## config.mk

```make
export PLATFORM = sky130hd
export DESIGN_NAME = mc_main_ctrl
export DESIGN_NICKNAME = d
export VERILOG_FILES = /design/src/rtl/mc_ctrl_pkg.sv /design/src/rtl/mc_ctrl_out_dec.sv /design/src/rtl/mc_main_ctrl.sv
export SDC_FILE = /design/constraint.sdc
export NUM_CORES = 1
export LEC_CHECK = 0
export BUFFER_PORTS_ARGS = -buffer_cell sky130_fd_sc_hd__buf_2
export CORE_MARGIN = 2
export CORE_UTILIZATION = 47
export DETAILED_ROUTE_END_ITERATION = 6
export PLACE_DENSITY = 0.73
export SETUP_SLACK_MARGIN = 0.5
export SLEW_MARGIN = 10
export SYNTH_ARGS = -nofsm -noshare
export SYNTH_HDL_FRONTEND = slang
export SYNTH_HIERARCHICAL = 1
export SYNTH_SLANG_ARGS = --single-unit
```

## constraint.sdc

```tcl
create_clock -name clk -period 1.6 [get_ports clk]
set_input_delay 0.08 -clock clk [delete_from_list [all_inputs] [get_ports clk]]
set_output_delay 0.08 -clock clk [all_outputs]
set_load 0.01 [all_outputs]
```

## src/rtl/mc_ctrl_pkg.sv

```systemverilog
// ============================================================================
// Module   : mc_ctrl_pkg
// Brief    : Shared opcodes, select codes, state encoding and control bus type
//            for the multi-cycle MIPS main controller.
// Revision : 1.0
// ============================================================================
`default_nettype none

package mc_ctrl_pkg;

    localparam logic [5:0] OP_RTYPE = 6'b000000;
    localparam logic [5:0] OP_J     = 6'b000010;
    localparam logic [5:0] OP_BEQ   = 6'b000100;
    localparam logic [5:0] OP_ADDI  = 6'b001000;
    localparam logic [5:0] OP_LW    = 6'b100011;
    localparam logic [5:0] OP_SW    = 6'b101011;

    localparam logic [1:0] ALUOP_ADD   = 2'b00;
    localparam logic [1:0] ALUOP_SUB   = 2'b01;
    localparam logic [1:0] ALUOP_FUNCT = 2'b10;

    localparam logic [1:0] SRCB_RT      = 2'b00;
    localparam logic [1:0] SRCB_FOUR    = 2'b01;
    localparam logic [1:0] SRCB_IMM     = 2'b10;
    localparam logic [1:0] SRCB_IMM_SH2 = 2'b11;

    localparam logic [1:0] PCSRC_ALU    = 2'b00;
    localparam logic [1:0] PCSRC_ALUOUT = 2'b01;
    localparam logic [1:0] PCSRC_JUMP   = 2'b10;

    typedef enum logic [3:0] {
        ST_IDLE     = 4'd0,
        ST_FETCH    = 4'd1,
        ST_DECODE   = 4'd2,
        ST_MEM_ADDR = 4'd3,
        ST_MEM_RD   = 4'd4,
        ST_MEM_WB   = 4'd5,
        ST_MEM_WR   = 4'd6,
        ST_EXEC     = 4'd7,
        ST_R_WB     = 4'd8,
        ST_BRANCH   = 4'd9,
        ST_JUMP     = 4'd10,
        ST_ADDI_EX  = 4'd11,
        ST_ADDI_WB  = 4'd12
    } state_e;

    typedef struct packed {
        logic       pc_write;
        logic       pc_write_cond;
        logic       i_or_d;
        logic       mem_read;
        logic       mem_write;
        logic       ir_write;
        logic       mem_to_reg;
        logic       reg_dst;
        logic       reg_write;
        logic       alu_src_a;
        logic [1:0] alu_src_b;
        logic [1:0] alu_op;
        logic [1:0] pc_source;
        logic       illegal;
    } ctrl_t;

    function automatic logic op_is_legal(input logic [5:0] op);
        return (op == OP_RTYPE) || (op == OP_J) || (op == OP_BEQ) ||
               (op == OP_ADDI)  || (op == OP_LW) || (op == OP_SW);
    endfunction

endpackage

`default_nettype wire

```

## src/rtl/mc_ctrl_out_dec.sv

```systemverilog
// ============================================================================
// Module   : mc_ctrl_out_dec
// Brief    : Combinational decode of controller state and MEM_READY into the
//            datapath control bus.
// Revision : 1.0
// ============================================================================
`default_nettype none

module mc_ctrl_out_dec
    import mc_ctrl_pkg::*;
(
    input  state_e state_i,
    input  logic   mem_ready_i,
    input  logic   op_legal_i,
    output ctrl_t  ctrl_o
);

    always_comb begin
        ctrl_o = '0;
        case (state_i)
            ST_FETCH: begin
                ctrl_o.mem_read  = 1'b1;
                ctrl_o.alu_src_b = SRCB_FOUR;
                ctrl_o.alu_op    = ALUOP_ADD;
                ctrl_o.pc_source = PCSRC_ALU;
                // PC+4 and IR load only commit once the fetch data is valid
                ctrl_o.ir_write  = mem_ready_i;
                ctrl_o.pc_write  = mem_ready_i;
            end
            ST_DECODE: begin
                ctrl_o.alu_src_b = SRCB_IMM_SH2;
                ctrl_o.alu_op    = ALUOP_ADD;
                ctrl_o.illegal   = ~op_legal_i;
            end
            ST_MEM_ADDR, ST_ADDI_EX: begin
                ctrl_o.alu_src_a = 1'b1;
                ctrl_o.alu_src_b = SRCB_IMM;
                ctrl_o.alu_op    = ALUOP_ADD;
            end
            ST_MEM_RD: begin
                ctrl_o.mem_read = 1'b1;
                ctrl_o.i_or_d   = 1'b1;
            end
            ST_MEM_WB: begin
                ctrl_o.reg_write  = 1'b1;
                ctrl_o.mem_to_reg = 1'b1;
            end
            ST_MEM_WR: begin
                ctrl_o.mem_write = 1'b1;
                ctrl_o.i_or_d    = 1'b1;
            end
            ST_EXEC: begin
                ctrl_o.alu_src_a = 1'b1;
                ctrl_o.alu_src_b = SRCB_RT;
                ctrl_o.alu_op    = ALUOP_FUNCT;
            end
            ST_R_WB: begin
                ctrl_o.reg_write = 1'b1;
                ctrl_o.reg_dst   = 1'b1;
            end
            ST_BRANCH: begin
                ctrl_o.alu_src_a     = 1'b1;
                ctrl_o.alu_src_b     = SRCB_RT;
                ctrl_o.alu_op        = ALUOP_SUB;
                ctrl_o.pc_write_cond = 1'b1;
                ctrl_o.pc_source     = PCSRC_ALUOUT;
            end
            ST_JUMP: begin
                ctrl_o.pc_write  = 1'b1;
                ctrl_o.pc_source = PCSRC_JUMP;
            end
            ST_ADDI_WB: begin
                ctrl_o.reg_write = 1'b1;
            end
            default: ctrl_o = '0;
        endcase
    end

endmodule

`default_nettype wire

```

## src/rtl/mc_main_ctrl.sv

```systemverilog
// ============================================================================
// Module   : mc_main_ctrl
// Brief    : Multi-cycle MIPS main control FSM with retired-instruction count.
// Revision : 1.0
// ============================================================================
`default_nettype none

module mc_main_ctrl
    import mc_ctrl_pkg::*;
#(
    parameter int CNT_W = 32
) (
    input  logic             clk,
    input  logic             rst_n,
    input  logic [5:0]       OPCODE,
    input  logic             MEM_READY,
    output logic             PC_WRITE,
    output logic             PC_WRITE_COND,
    output logic             I_OR_D,
    output logic             MEM_READ,
    output logic             MEM_WRITE,
    output logic             IR_WRITE,
    output logic             MEM_TO_REG,
    output logic             REG_DST,
    output logic             REG_WRITE,
    output logic             ALU_SRC_A,
    output logic [1:0]       ALU_SRC_B,
    output logic [1:0]       ALU_OP,
    output logic [1:0]       PC_SOURCE,
    output logic             ILLEGAL,
    output logic [CNT_W-1:0] INSTR_CNT
);

    state_e           state_q, state_d;
    logic [CNT_W-1:0] cnt_q;
    logic             retire_w;
    logic             op_legal_w;
    ctrl_t            ctrl_w;

    assign op_legal_w = op_is_legal(OPCODE);

    always_comb begin
        state_d  = state_q;
        retire_w = 1'b0;
        case (state_q)
            ST_IDLE:  state_d = ST_FETCH;
            ST_FETCH: if (MEM_READY) state_d = ST_DECODE;
            ST_DECODE: begin
                case (OPCODE)
                    OP_LW, OP_SW: state_d = ST_MEM_ADDR;
                    OP_RTYPE:     state_d = ST_EXEC;
                    OP_BEQ:       state_d = ST_BRANCH;
                    OP_J:         state_d = ST_JUMP;
                    OP_ADDI:      state_d = ST_ADDI_EX;
                    default:      state_d = ST_FETCH;
                endcase
            end
            ST_MEM_ADDR: state_d = (OPCODE == OP_SW) ? ST_MEM_WR : ST_MEM_RD;
            ST_MEM_RD:   if (MEM_READY) state_d = ST_MEM_WB;
            ST_MEM_WR: begin
                if (MEM_READY) begin
                    state_d  = ST_FETCH;
                    retire_w = 1'b1;
                end
            end
            ST_EXEC:    state_d = ST_R_WB;
            ST_ADDI_EX: state_d = ST_ADDI_WB;
            ST_MEM_WB, ST_R_WB, ST_BRANCH, ST_JUMP, ST_ADDI_WB: begin
                state_d  = ST_FETCH;
                retire_w = 1'b1;
            end
            default: state_d = ST_IDLE;
        endcase
    end

    always_ff @(posedge clk or negedge rst_n) begin
        if (!rst_n) begin
            state_q <= ST_IDLE;
            cnt_q   <= '0;
        end else begin
            state_q <= state_d;
            if (retire_w) cnt_q <= cnt_q + CNT_W'(1);
        end
    end

    mc_ctrl_out_dec u_out_dec (
        .state_i     (state_q),
        .mem_ready_i (MEM_READY),
        .op_legal_i  (op_legal_w),
        .ctrl_o      (ctrl_w)
    );

    assign PC_WRITE      = ctrl_w.pc_write;
    assign PC_WRITE_COND = ctrl_w.pc_write_cond;
    assign I_OR_D        = ctrl_w.i_or_d;
    assign MEM_READ      = ctrl_w.mem_read;
    assign MEM_WRITE     = ctrl_w.mem_write;
    assign IR_WRITE      = ctrl_w.ir_write;
    assign MEM_TO_REG    = ctrl_w.mem_to_reg;
    assign REG_DST       = ctrl_w.reg_dst;
    assign REG_WRITE     = ctrl_w.reg_write;
    assign ALU_SRC_A     = ctrl_w.alu_src_a;
    assign ALU_SRC_B     = ctrl_w.alu_src_b;
    assign ALU_OP        = ctrl_w.alu_op;
    assign PC_SOURCE     = ctrl_w.pc_source;
    assign ILLEGAL       = ctrl_w.illegal;
    assign INSTR_CNT     = cnt_q;

endmodule

`default_nettype wire

```

* After elaboration in Yosys (flattened, before gate mapping) *
Index checks and enable logic that the tools add are counted.

storage, ports and cells
  memory bits (writable) = 0
  input bits = 9
  bits in registers = 36
  ROM bits = 0
  word-level logic and storage cells = 61
  bits in latches = 0
  memories = 0
  output and inout port bits = 49

cells by class
  divide/modulo/power cells = 0
  $lt $le $gt $ge = 0
  mux-type cells = 21
  bitwise logic cells = 1
  equality and inequality tests = 20
  $mul = 0
  add/sub/neg operators = 1
  reduce and logical (&&, ||, !) cells = 16
  shift operators = 0

operators by type and width
  operator                 count
  $pmux W4 S5              2
  $add A32 B1 Y32 const B  1
  $pmux W4 S8              1
  $eq A4 B4 Y1 const B     5
  $eq A4 B3 Y1 const B     4
  $eq A6 B6 Y1 const B     2
  $mux W4                  3
  $mux W1                  11
  $eq A4 B2 Y1 const B     2
  $reduce_or A2 Y1         4
  $eq A6 B2 Y1 const B     1
  $eq A6 B3 Y1 const B     1
  $eq A6 B4 Y1 const B     1
  $logic_not A6 Y1         1
  $ne A2 B2 Y1 const B     3
  $reduce_or A6 Y1         1
  $logic_or A1 B1 Y1       5
  $reduce_or A5 Y1         1
  $eq A4 B1 Y1 const B     1
  $logic_not A4 Y1         1
  $pmux W1 S2              2
  $pmux W2 S2              1
  $reduce_or A4 Y1         1
  $reduce_and A3 Y1        1
  3 further kinds          3

* Logic depth before layout (Yosys ltp) *
Gate-level depths: netlist of the first run.

  depth in word-level cells = 8
  gate-level depth with buffers = 6
  depth with buffers taken out = 5

* Modules after synthesis *
The synthesis of the first run kept the hierarchy.

by module, submodules not included
  module           times used  seq. area each (um^2)  area each (um^2)  cells an instance
  mc_main_ctrl     1           900.9                  1919.3            177
  mc_ctrl_out_dec  1           0.0                    239.0             32

* Least setup slack after synthesis of the first run *
No wires, ideal clock.

  kind = reg2reg
  start = register state_q[0]
  end = register cnt_q[29], in the netlist INSTR_CNT[29]
  buffers on the path = 1
  clock period less this slack = 1.754 ns
  stages on the path, launching flop included = 7
  setup time = 0.125 ns
  data required time = 1.475 ns
  slack = -0.154 ns
  arrival time = 1.629 ns
  path through = dfrtp_1 > buf_6 > maj3_2 > nand4b_4 > a211oi_4 > nand4_1 > xnor2_1

on the way
  cells in the longest elaborated chain, start to end = 3
  elaborated cells on any way between the ends = 8
  classes of those cells = eq/ne (6); mux (1); reduce/logical (1)

RTL lines
  item                                          line                text
  from (decl)                                   mc_main_ctrl.sv:34  state_e state_q, state_d;
  from (signal assigned)                        mc_main_ctrl.sv:81  state_q <= state_d;
  $eq A4 B3 Y1 or $eq A4 B4 Y1 (tied branches)  mc_main_ctrl.sv:45  case (state_q)
  $reduce_or A5 Y1                              mc_main_ctrl.sv:45
  $pmux W1 S2 *                                 mc_main_ctrl.sv:45
  to (signal assigned)                          mc_main_ctrl.sv:82  if (retire_w) cnt_q <= cnt_q + CNT_W'(1);
  to (decl)                                     mc_main_ctrl.sv:35  logic [CNT_W-1:0] cnt_q;

Every way passes the cells marked *; elsewhere a longest branch is shown, timed or not.
A chain may end at the register's enable or synchronous reset.

* Final worst setup path of the first run *
  start = register state_q[0]
  end = register cnt_q[11], in the netlist INSTR_CNT[11]

The elaborated chain is that of the path after synthesis.

==> flow_metrics.env, run 1 <==
export IMPL_seq_area_um2=900.9
export IMPL_slowest_delay_ps=420
export IMPL_core_area_mm2=0.004384
export IMPL_place_gp_congestion=0.7810
export IMPL_via_count=2051
export IMPL_synth_warnings=6
export IMPL_crit_start="state_q[0]$_DFFE_PN0P_"
export IMPL_grt_pass1_wl_um=9453
export IMPL_cp_max_fo=6
export IMPL_cts_sinks=36
export IMPL_hp_start="OPCODE[4]"
export IMPL_placed_area_mm2=0.002753
export IMPL_max_slew_margin_rel_pct=68.02
export IMPL_start_kind="flip-flop"
export IMPL_numCtsBuffers=5
export IMPL_synthCells=209
export IMPL_cts_tree="built"
export IMPL_critical_path_class="reg -> reg"
export IMPL_grt_start_max_net_pins=37
export IMPL_initial_core_util_pct=49.23
export IMPL_synth_flop_cell="dfrtp_1"
export IMPL_wl_per_cell_um=16.89
export IMPL_synth_area_leaders="dfrtp_1 (42%), xnor2_1 (11%), nand3_1 (3.5%)"
export IMPL_fillers=239
export IMPL_hold_viol=0
export IMPL_grtUsageTotal_pct=23.19
export IMPL_hpwl_um=3500
export IMPL_p_total_mw=4.355
export IMPL_n_antenna_cell=0
export IMPL_fin_nets=332
export IMPL_violations="setup timing"
export IMPL_synth_largest_area_cell="dfrtp_1"
export IMPL_required_ps=1770
export IMPL_final_area_mm2=0.003442
export IMPL_hold_path_class="in -> reg"
export IMPL_drtAntennaViolNets=0
export IMPL_p_leak_nw=1.696
export IMPL_layout_commonest_cell="buf_2"
export IMPL_die_h_um=71.77
export IMPL_reg2reg_from="state_q[0]$_DFFE_PN0P_"
export IMPL_critPathArrivalTime_ps=1940
export IMPL_overflow=0
export IMPL_pin_count=58
export IMPL_slew_viol_final=0
export IMPL_fin_skew_ps=3.320
export IMPL_p_per_area_mw_per_mm2=1265
export IMPL_synth_edf_count=0
export IMPL_ys_seq_area_share_pct=41.74
export IMPL_multi_input_area_mm2=0.001460
export IMPL_syn_area_per_cell_um2=10.33
export IMPL_setup_worst_path_end_class="flip-flop"
export IMPL_setup_viol=29
export IMPL_worstPathCellList="maj3_2 -> nand4b_4 -> a21oi_4 -> buf_6 -> buf_4 -> nand2_4 -> xnor2_2"
export IMPL_synth_top_area_share_pct=41.74
export IMPL_finalWorstSetupSlack_ps=-170.9
export IMPL_cts_clk_slew_worst_paths_ps=60
export IMPL_period_minus_slack_ps=1771
export IMPL_drtPass1Iterations=4
export IMPL_cp_slowest_cell="dfrtp_1"
export IMPL_die_x_um=71.77
export IMPL_final_cell_mix="buf_2 (55), dfrtp_1 (36), buf_4 (36), xnor2_1 (21), buf_6 (16)"
export IMPL_synth_fp_nets=219
export IMPL_yosys_register_bits=36
export IMPL_outcome="complete, but fails checks"
export IMPL_routed_wl_um=6333
export IMPL_io_buffers=57
export IMPL_drc=0
export IMPL_cts_htree_levels=2
export IMPL_crit_family="flip-flops"
export IMPL_cp_num_buf_inv=2
export IMPL_peakVddDrop_v=0.0009848
export IMPL_clock_fmax_mhz=564.7
export IMPL_ys_types=49
export IMPL_syn_area_mm2=0.002158
export IMPL_clock_path_buffers=2
export IMPL_antenna_found_initial=0
export IMPL_grt_pass1_vias=2029
export IMPL_drv_cap=0
export IMPL_num_rows=24
export IMPL_viasPerCell=5.469
export IMPL_tightest_slew_ps=475.7
export IMPL_drt_iter0_drc=89
export IMPL_rsz0062_at_grt="yes"
export IMPL_ys_async_sr_fraction_pct=100.0
export IMPL_clk_latency_ps=290
export IMPL_timing_final_crit_share_pct=110.7
export IMPL_drive_gt1_share_pct=55.42
export IMPL_cts_root_buf="clkbuf_8"
export IMPL_die_area_mm2=0.005150
export IMPL_syn_to_final_growth_pct=59.48
worst min-delay path: cells and delay by family:
kind            cells  cell delay (ps)
compound gates      2              130
buf+inv             1              100
simple gates        1               50
registers in the layout, summed over array words and instances (netlist names):
name	count
state_q	4
INSTR_CNT	32
stage by stage:
stage          util (%)  TNS [ps]  setup slack [ps]  hold slack [ps]  instances
6_report          78.51     -2330            -170.9            99.79        375
5_1_grt           78.51     -4268            -231.2            118.7        375
4_1_cts           73.00    -366.8            -80.15            112.7        366
3_5_place_dp      62.79    -505.0            -99.22            53.41        343
3_3_place_gp      62.79    -82.42            -39.01            55.92        343
2_1_floorplan         -     -2093            -152.6           -215.6        209
final cells by class:
| cell class | instances | share of cell area, % |
|---|---|---|
| clock buffer | 8 | 2.617 |
| tap | 52 | 1.890 |
| timing repair buffer | 117 | 26.68 |
| multi-input combinational | 160 | 42.42 |
| sequential | 36 | 26.17 |
| inverter | 2 | 0.2181 |
Yosys cell counts, types with 3 or more instances:
cell	instances
dfrtp_1	36
xnor2_1	28
nand2_1	17
nand3_1	15
nor2_1	13
nand4_1	9
and4_1	7
xor2_1	7
buf_6	6
nand2b_1	6
a21oi_1	5
and3_1	5
nor3_1	5
a31oi_1	4
o21ai_0	3
report_power, final:
group          switching (mW)  internal (mW)
logic                    1.22           1.34
registers               0.100           1.03
clock network           0.307          0.351
cells by family after synthesis:
kind of cell             after synthesis  share of synthesized area (%)
AND/OR/NAND/NOR                       95                          27.77
flip-flops                            36                          41.74
multiplexers                           2                         0.9855
XOR/XNOR                              35                          14.20
AO/OA/AOI/OAI                         26                          9.391
buffers and inverters                 13                          4.811
adder cells (fa/ha/maj)                2                          1.101
repair_timing:
item,CTS,global route
gates resized for setup,49,28
pin swaps,35,14
setup buffers,13,8
setup endpoints to repair,53,53
endpoints found under the hold margin,36,0
hold buffers,1,0
gates cloned,1,1
worst paths after layout:
check                                       endpoint  slack [ps]  cells past startpoint
min in group asynchronous   INSTR_CNT[6]$_DFFE_PN0P_         280                      3
max in group asynchronous  INSTR_CNT[10]$_DFFE_PN0P_        1140                      3
min                           state_q[3]$_DFFE_PN0P_         100                      4
min reg2reg                INSTR_CNT[31]$_DFFE_PN0P_         470                      1
max                        INSTR_CNT[11]$_DFFE_PN0P_        -170                      7
max reg2reg                INSTR_CNT[11]$_DFFE_PN0P_        -170                      7
metal layers:
metal | GRT usage (%) | vias to the layer above | share of wire (%)
met5 | 0 | - | 0
met1 | 28.87 | 1001 | 44
li1 | - | 976 | -
met2 | 40.33 | 59 | 51
met3 | 4.219 | 15 | 3.0
met4 | 8.176 | 0 | 2.1
(Power assumes the default switching activity.)
==> run 2: changes to the inputs <==
PLACE_DENSITY = 0.74   (was 0.73)
SYNTH_HIERARCHICAL = not set   (was 1)
==> run 2 against run 1 <==
Sequential power grew 6%. Clock power is 7.3% higher. Power grew 29%. Final cell count up 10%. Setup slack got worse by 12 ps. The run still ends with setup timing left. Via count increased by 20%.
==> flow_metrics.env, run 2 <==
export IMPL_syn_to_final_growth_pct=84.56
export IMPL_setup_worst_path_end_class="flip-flop"
export IMPL_grt_start_max_net_pins=37
export IMPL_largest_reg_flops=32
export IMPL_fillers=170
export IMPL_hpwl_um=4100
export IMPL_num_rows=24
export IMPL_critPathArrivalTime_ps=1960
export IMPL_ys_types=43
export IMPL_initial_core_util_pct=48.15
export IMPL_required_ps=1770
export IMPL_synthCells=229
export IMPL_reg2reg_from="state_q[1]$_DFFE_PN0P_"
export IMPL_period_minus_slack_ps=1783
export IMPL_ys_seq_area_share_pct=43.27
export IMPL_critPathCapture="state_q[2]$_DFFE_PN0P_"
export IMPL_overflow=0
export IMPL_timing_final_crit_share_pct=111.5
export IMPL_synth_commonest_cells="dfrtp_1 (36), nor2_1 (33), nand2_1 (22)"
export IMPL_rsz0062_at_grt="yes"
export IMPL_synth_flop_cell="dfrtp_1"
export IMPL_synth_top_area_share_pct=43.27
export IMPL_final_area_mm2=0.003842
export IMPL_start_kind="flip-flop"
export IMPL_synth_area_leaders="dfrtp_1 (43%), xor2_1 (8.8%), nor2_1 (5.9%)"
export IMPL_die_h_um=70.56
export IMPL_synth_fp_nets=239
export IMPL_clock_fmax_mhz=560.7
export IMPL_tightest_slew_ps=470.6
export IMPL_wl_per_cell_um=21.84
export IMPL_cts_clk_slew_worst_paths_ps=80
export IMPL_die_area_mm2=0.004978
export IMPL_cts_htree_levels=2
export IMPL_tns_ps=-2616
export IMPL_critical_path_class="reg -> reg"
export IMPL_n_antenna_cell=0
export IMPL_via_count=2465
export IMPL_synth_warnings=0
export IMPL_antenna_found_initial=0
export IMPL_pin_count=58
export IMPL_numCtsBuffers=5
export IMPL_drive_gt1_share_pct=60.11
export IMPL_violations="setup timing"
export IMPL_cts_tree="built"
export IMPL_crit_start="state_q[1]$_DFFE_PN0P_"
export IMPL_drv_cap=0
export IMPL_peakVddDrop_v=0.0007039
export IMPL_rrSetupSlack_ps=-180
export IMPL_hold_path_class="in -> reg"
export IMPL_yosys_register_bits=36
export IMPL_final_cell_mix="buf_2 (55), buf_4 (36), buf_6 (35), dfrtp_1 (32), xor2_1 (21)"
export IMPL_hold_depth=3
export IMPL_routed_wl_um=9018
export IMPL_synth_largest_area_cell="dfrtp_1"
export IMPL_worst_r2r_path_depth=7
export IMPL_p_total_mw=5.620
export IMPL_drc=0
export IMPL_core_area_mm2=0.004324
export IMPL_grt_pass1_wl_um=12500
export IMPL_place_gp_congestion=0.8812
export IMPL_syn_area_mm2=0.002082
export IMPL_die_x_um=70.56
export IMPL_drtAntennaViolNets=0
export IMPL_ys_async_sr_fraction_pct=100.0
export IMPL_placed_area_mm2=0.002855
export IMPL_cp_max_fo=10
export IMPL_syn_area_per_cell_um2=9.092
export IMPL_drt_iter0_drc=257
export IMPL_synth_most_common_cell="dfrtp_1"
export IMPL_slew_viol_final=0
export IMPL_max_slew_margin_rel_pct=68.30
export IMPL_hold_viol=0
export IMPL_cts_root_buf="clkbuf_8"
export IMPL_fin_nets=370
export IMPL_p_per_area_mw_per_mm2=1463
export IMPL_viasPerCell=5.969
export IMPL_dp_cells=375
export IMPL_drtPass1Iterations=5
export IMPL_fin_skew_ps=11.26
export IMPL_cts_sinks=36
export IMPL_grt_pass1_vias=2438
export IMPL_dpl_worst_slack_ps=-70.20
export IMPL_synth_edf_count=0
export IMPL_p_leak_nw=1.944
export IMPL_layout_commonest_cell="buf_2"
export IMPL_setup_viol=38
export IMPL_outcome="complete, but fails checks"
export IMPL_stdcell_count=413
export IMPL_finalWorstSetupSlack_ps=-183.4
export IMPL_timing_hold_ws_ps=182.6
export IMPL_grtUsageTotal_pct=32.35
export IMPL_io_buffers=57
export IMPL_clock_path_buffers=2
export IMPL_reg2reg_to="state_q[2]$_DFFE_PN0P_"
export IMPL_final_core_util_pct=88.86
export IMPL_clk_latency_ps=300
-- run 2: final cells by class --
cell class / count / area, µm² / share of cell area (%)
multi-input combinational: 175 / 1662 / 43.24
timing repair buffer: 134 / 1087 / 28.30
sequential: 36 / 905.9 / 23.58
clock buffer: 8 / 90.09 / 2.345
tap: 52 / 65.06 / 1.693
inverter: 8 / 32.53 / 0.8466
-- run 2: worst max-delay path: stages, from the launching register on --
cell	delay [ps]
dfrtp_1	380
buf_4	150
buf_12	140
nand2b_4	60
buf_4	150
nor3_2	230
nand2_1	120
a222oi_1	420
-- run 2: kinds of logic after synthesis --
| logic type | count (synthesis) | share of synthesized area [%] |
|---|---|---|
| muxes | 1 | 0.5408 |
| and+or+nand+nor | 113 | 26.86 |
| xor gates and xnor gates | 34 | 14.30 |
| AOI/OAI and AO/OA | 26 | 10.04 |
| DFF | 36 | 43.27 |
| buffers and inverters | 18 | 4.387 |
| adders and majority gates | 1 | 0.6009 |
-- run 2: per-layer routing --
| layer | up-vias | wire length, µm | GRT usage (%) |
|---|---|---|---|
| li1 | 1064 | - | - |
| met1 | 1226 | 3465 | 40.76 |
| met2 | 143 | 4706 | 55.24 |
| met3 | 32 | 506 | 5.840 |
| met4 | 0 | 339 | 13.42 |
| met5 | - | 0 | 0 |
-- run 2: power breakdown --
group	internal, mW	leakage, nW	switching, mW
logic	1.84	1.45	1.88
clock network	0.352	0.0455	0.354
registers	1.05	0.444	0.150
total	3.24	1.94	2.38
-- run 2: timing repair --
action,4_1_cts,5_1_grt
setup buffers,21,7
gates cloned,1,0
gates resized for setup,90,43
hold buffers,1,0
pin swaps,48,21
setup endpoints to repair,53,56
hold endpoints to repair,36,0
-- run 2: how the worst min path moves through the flow --
stage              start                         to  slack (ps)
6_report       OPCODE[4]     state_q[1]$_DFFE_PN0P_         180
5_1_grt        OPCODE[4]     state_q[1]$_DFFE_PN0P_         230
4_1_cts        OPCODE[4]     state_q[1]$_DFFE_PN0P_         160
3_5_place_dp       rst_n  INSTR_CNT[15]$_DFFE_PN0P_          60
3_3_place_gp       rst_n  INSTR_CNT[18]$_DFFE_PN0P_          60
2_1_floorplan      rst_n   INSTR_CNT[0]$_DFFE_PN0P_        -220
==> run 3: changes to the inputs <==
TNS_END_PERCENT = 5   (was not set)
==> run 3 against run 2 <==
The run still ends with setup timing left. Hold slack better by 25 ps. Non-clock buffer count down 18. Global-route usage down 8.8 points. Combinational power down 33%. Power down 21%. Critical path type unchanged. Highest routed layer unchanged.
==> flow_metrics.env, run 3 (synthesis results as in run 2) <==
export IMPL_outcome="complete, but fails checks"
export IMPL_violations="setup timing"
export IMPL_critPathArrivalTime_ps=1960
export IMPL_pin_count=58
export IMPL_hold_path_class="in -> reg"
export IMPL_drive_gt1_share_pct=50.87
export IMPL_die_x_um=70.56
export IMPL_grtUsageTotal_pct=23.60
export IMPL_cts_htree_levels=2
export IMPL_wl_per_cell_um=16.55
export IMPL_setup_worst_path_end_class="flip-flop"
export IMPL_cts_sinks=36
export IMPL_final_core_util_pct=76.13
export IMPL_largest_reg_flops=32
export IMPL_peakVddDrop_v=0.0009463
export IMPL_cts_clk_slew_worst_paths_ps=80
export IMPL_fillers=279
export IMPL_start_kind="flip-flop"
export IMPL_overflow=0
export IMPL_io_buffers=57
export IMPL_grt_pass1_wl_um=9356
export IMPL_viasPerCell=5.578
export IMPL_switching_share_pct=40.38
export IMPL_n_antenna_cell=0
export IMPL_fin_skew_ps=8.598
export IMPL_clock_power_share_pct=16.1
export IMPL_drtAntennaViolNets=0
export IMPL_via_count=2209
export IMPL_antenna_found_initial=0
export IMPL_p_sw_mw=1.783
export IMPL_clock_path_buffers=2
export IMPL_placed_area_mm2=0.002730
export IMPL_tightest_slew_ps=555.1
export IMPL_num_rows=24
export IMPL_routed_wl_um=6554
export IMPL_syn_to_final_growth_pct=58.11
export IMPL_drt_iter0_drc=197
export IMPL_die_h_um=70.56
export IMPL_layout_commonest_cell="buf_2"
export IMPL_p_seq_share_pct=27.0
export IMPL_p_leak_nw=1.603
export IMPL_die_area_mm2=0.004978
export IMPL_clock_fmax_mhz=569.7
export IMPL_required_ps=1810
export IMPL_max_slew_margin_rel_pct=62.92
export IMPL_hold_viol=0
export IMPL_cts_tree="built"
export IMPL_timing_final_crit_share_pct=109.7
export IMPL_hpwl_um=3801
export IMPL_drtPass1Iterations=4
export IMPL_grt_start_max_net_pins=37
export IMPL_cts_root_buf="clkbuf_8"
export IMPL_final_area_mm2=0.003292
export IMPL_p_per_area_mw_per_mm2=1341
export IMPL_clk_latency_ps=290
export IMPL_cp_max_fo=8
export IMPL_p_total_mw=4.414
export IMPL_final_cell_mix="buf_2 (56), buf_4 (45), dfrtp_1 (34), nor2_1 (24), xor2_1 (21)"
export IMPL_critical_path_class="reg -> reg"
export IMPL_numCtsBuffers=5
export IMPL_slew_viol_final=0
export IMPL_rrSetupSlack_ps=-160
export IMPL_drv_cap=0
export IMPL_period_minus_slack_ps=1755
export IMPL_grt_pass1_vias=2017
export IMPL_core_area_mm2=0.004324
export IMPL_fin_nets=353
export IMPL_place_gp_congestion=0.8573
export IMPL_initial_core_util_pct=48.15
export IMPL_rsz0062_at_grt="yes"
export IMPL_drc=0
export IMPL_p_comb_share_pct=56.9
export IMPL_finalWorstSetupSlack_ps=-155.3
export IMPL_internal_power_mw=2.631
export IMPL_setup_viol=27
run 3: per-stage QoR:
| step | setup WS, ps | setup TNS, ps | hold WS, ps | std cells |
|---|---|---|---|---|
| after global placement | 4.674 | 0 | 55.61 | 369 |
| final | -155.3 | -1651 | 207.5 | 396 |
| after floorplan | 54.42 | 0 | -215.6 | 229 |
| after global routing | -271.8 | -3839 | 217.3 | 396 |
| after CTS | -83.76 | -848.0 | 192.2 | 384 |
| after detailed placement | -144.4 | -545.2 | 57.03 | 369 |
run 3: worst paths after layout:
kind / from / to / cells after the start
worst min-delay path: MEM_READY / state_q[2]$_DFFE_PN0P_ / 3
max in group asynchronous: rst_n / state_q[0]$_DFFE_PN0P_ / 3
worst max-delay path: state_q[1]$_DFFE_PN0P_ / INSTR_CNT[24]$_DFFE_PN0P_ / 7
min in group asynchronous: rst_n / INSTR_CNT[23]$_DFFE_PN0P_ / 3
worst min register to register: INSTR_CNT[31]$_DFFE_PN0P_ / INSTR_CNT[31]$_DFFE_PN0P_ / 1
worst max register to register: state_q[1]$_DFFE_PN0P_ / INSTR_CNT[24]$_DFFE_PN0P_ / 7
run 3: layer usage:
layer / global-route usage, % / vias to the layer above / part of all wire [%]
met2: 38.57 / 90 / 51
met4: 7.966 / 0 / 2.3
met5: 0 / - / 0
li1: - / 1031 / -
met3: 4.274 / 16 / 5.8
met1: 32.06 / 1072 / 41
run 3: cell type report:
type	instances	area, µm²	area share, %
Tap cell	52	65.06	1.976
Clock buffer	6	82.58	2.509
Timing Repair Buffer	116	807.0	24.52
Clock inverter	2	13.76	0.4181
Inverter	8	30.03	0.9122
Sequential cell	36	903.4	27.44
Multi-Input combinational cell	176	1390	42.23
run 3: power by group through the flow:
stage,sequential (mW),combinational (mW),clock (mW)
after floorplan,1.24,1.01,0
after global placement,1.18,1.85,0
after detailed placement,1.18,1.87,0
after CTS,1.17,2.20,0.702
after global routing,1.20,2.68,0.754
final,1.19,2.51,0.709
run 3: timing repair:
action / 4_1_cts / 5_1_grt
hold endpoints to repair: 36 / 0
pin swaps: 21 / 32
hold buffers: 1 / 0
endpoints found under the setup margin: 53 / 53
gates resized for setup: 31 / 34
buffers inserted: 5 / 12
gates cloned: 1 / 0
run 3: critical path: stages (launching register included):
cell      delay (ps)
dfrtp_1          410
buf_4            140
nand2b_4         130
a21oi_4           60
buf_4            160
o21ai_4          410
nand3b_1         210
xnor2_1          150
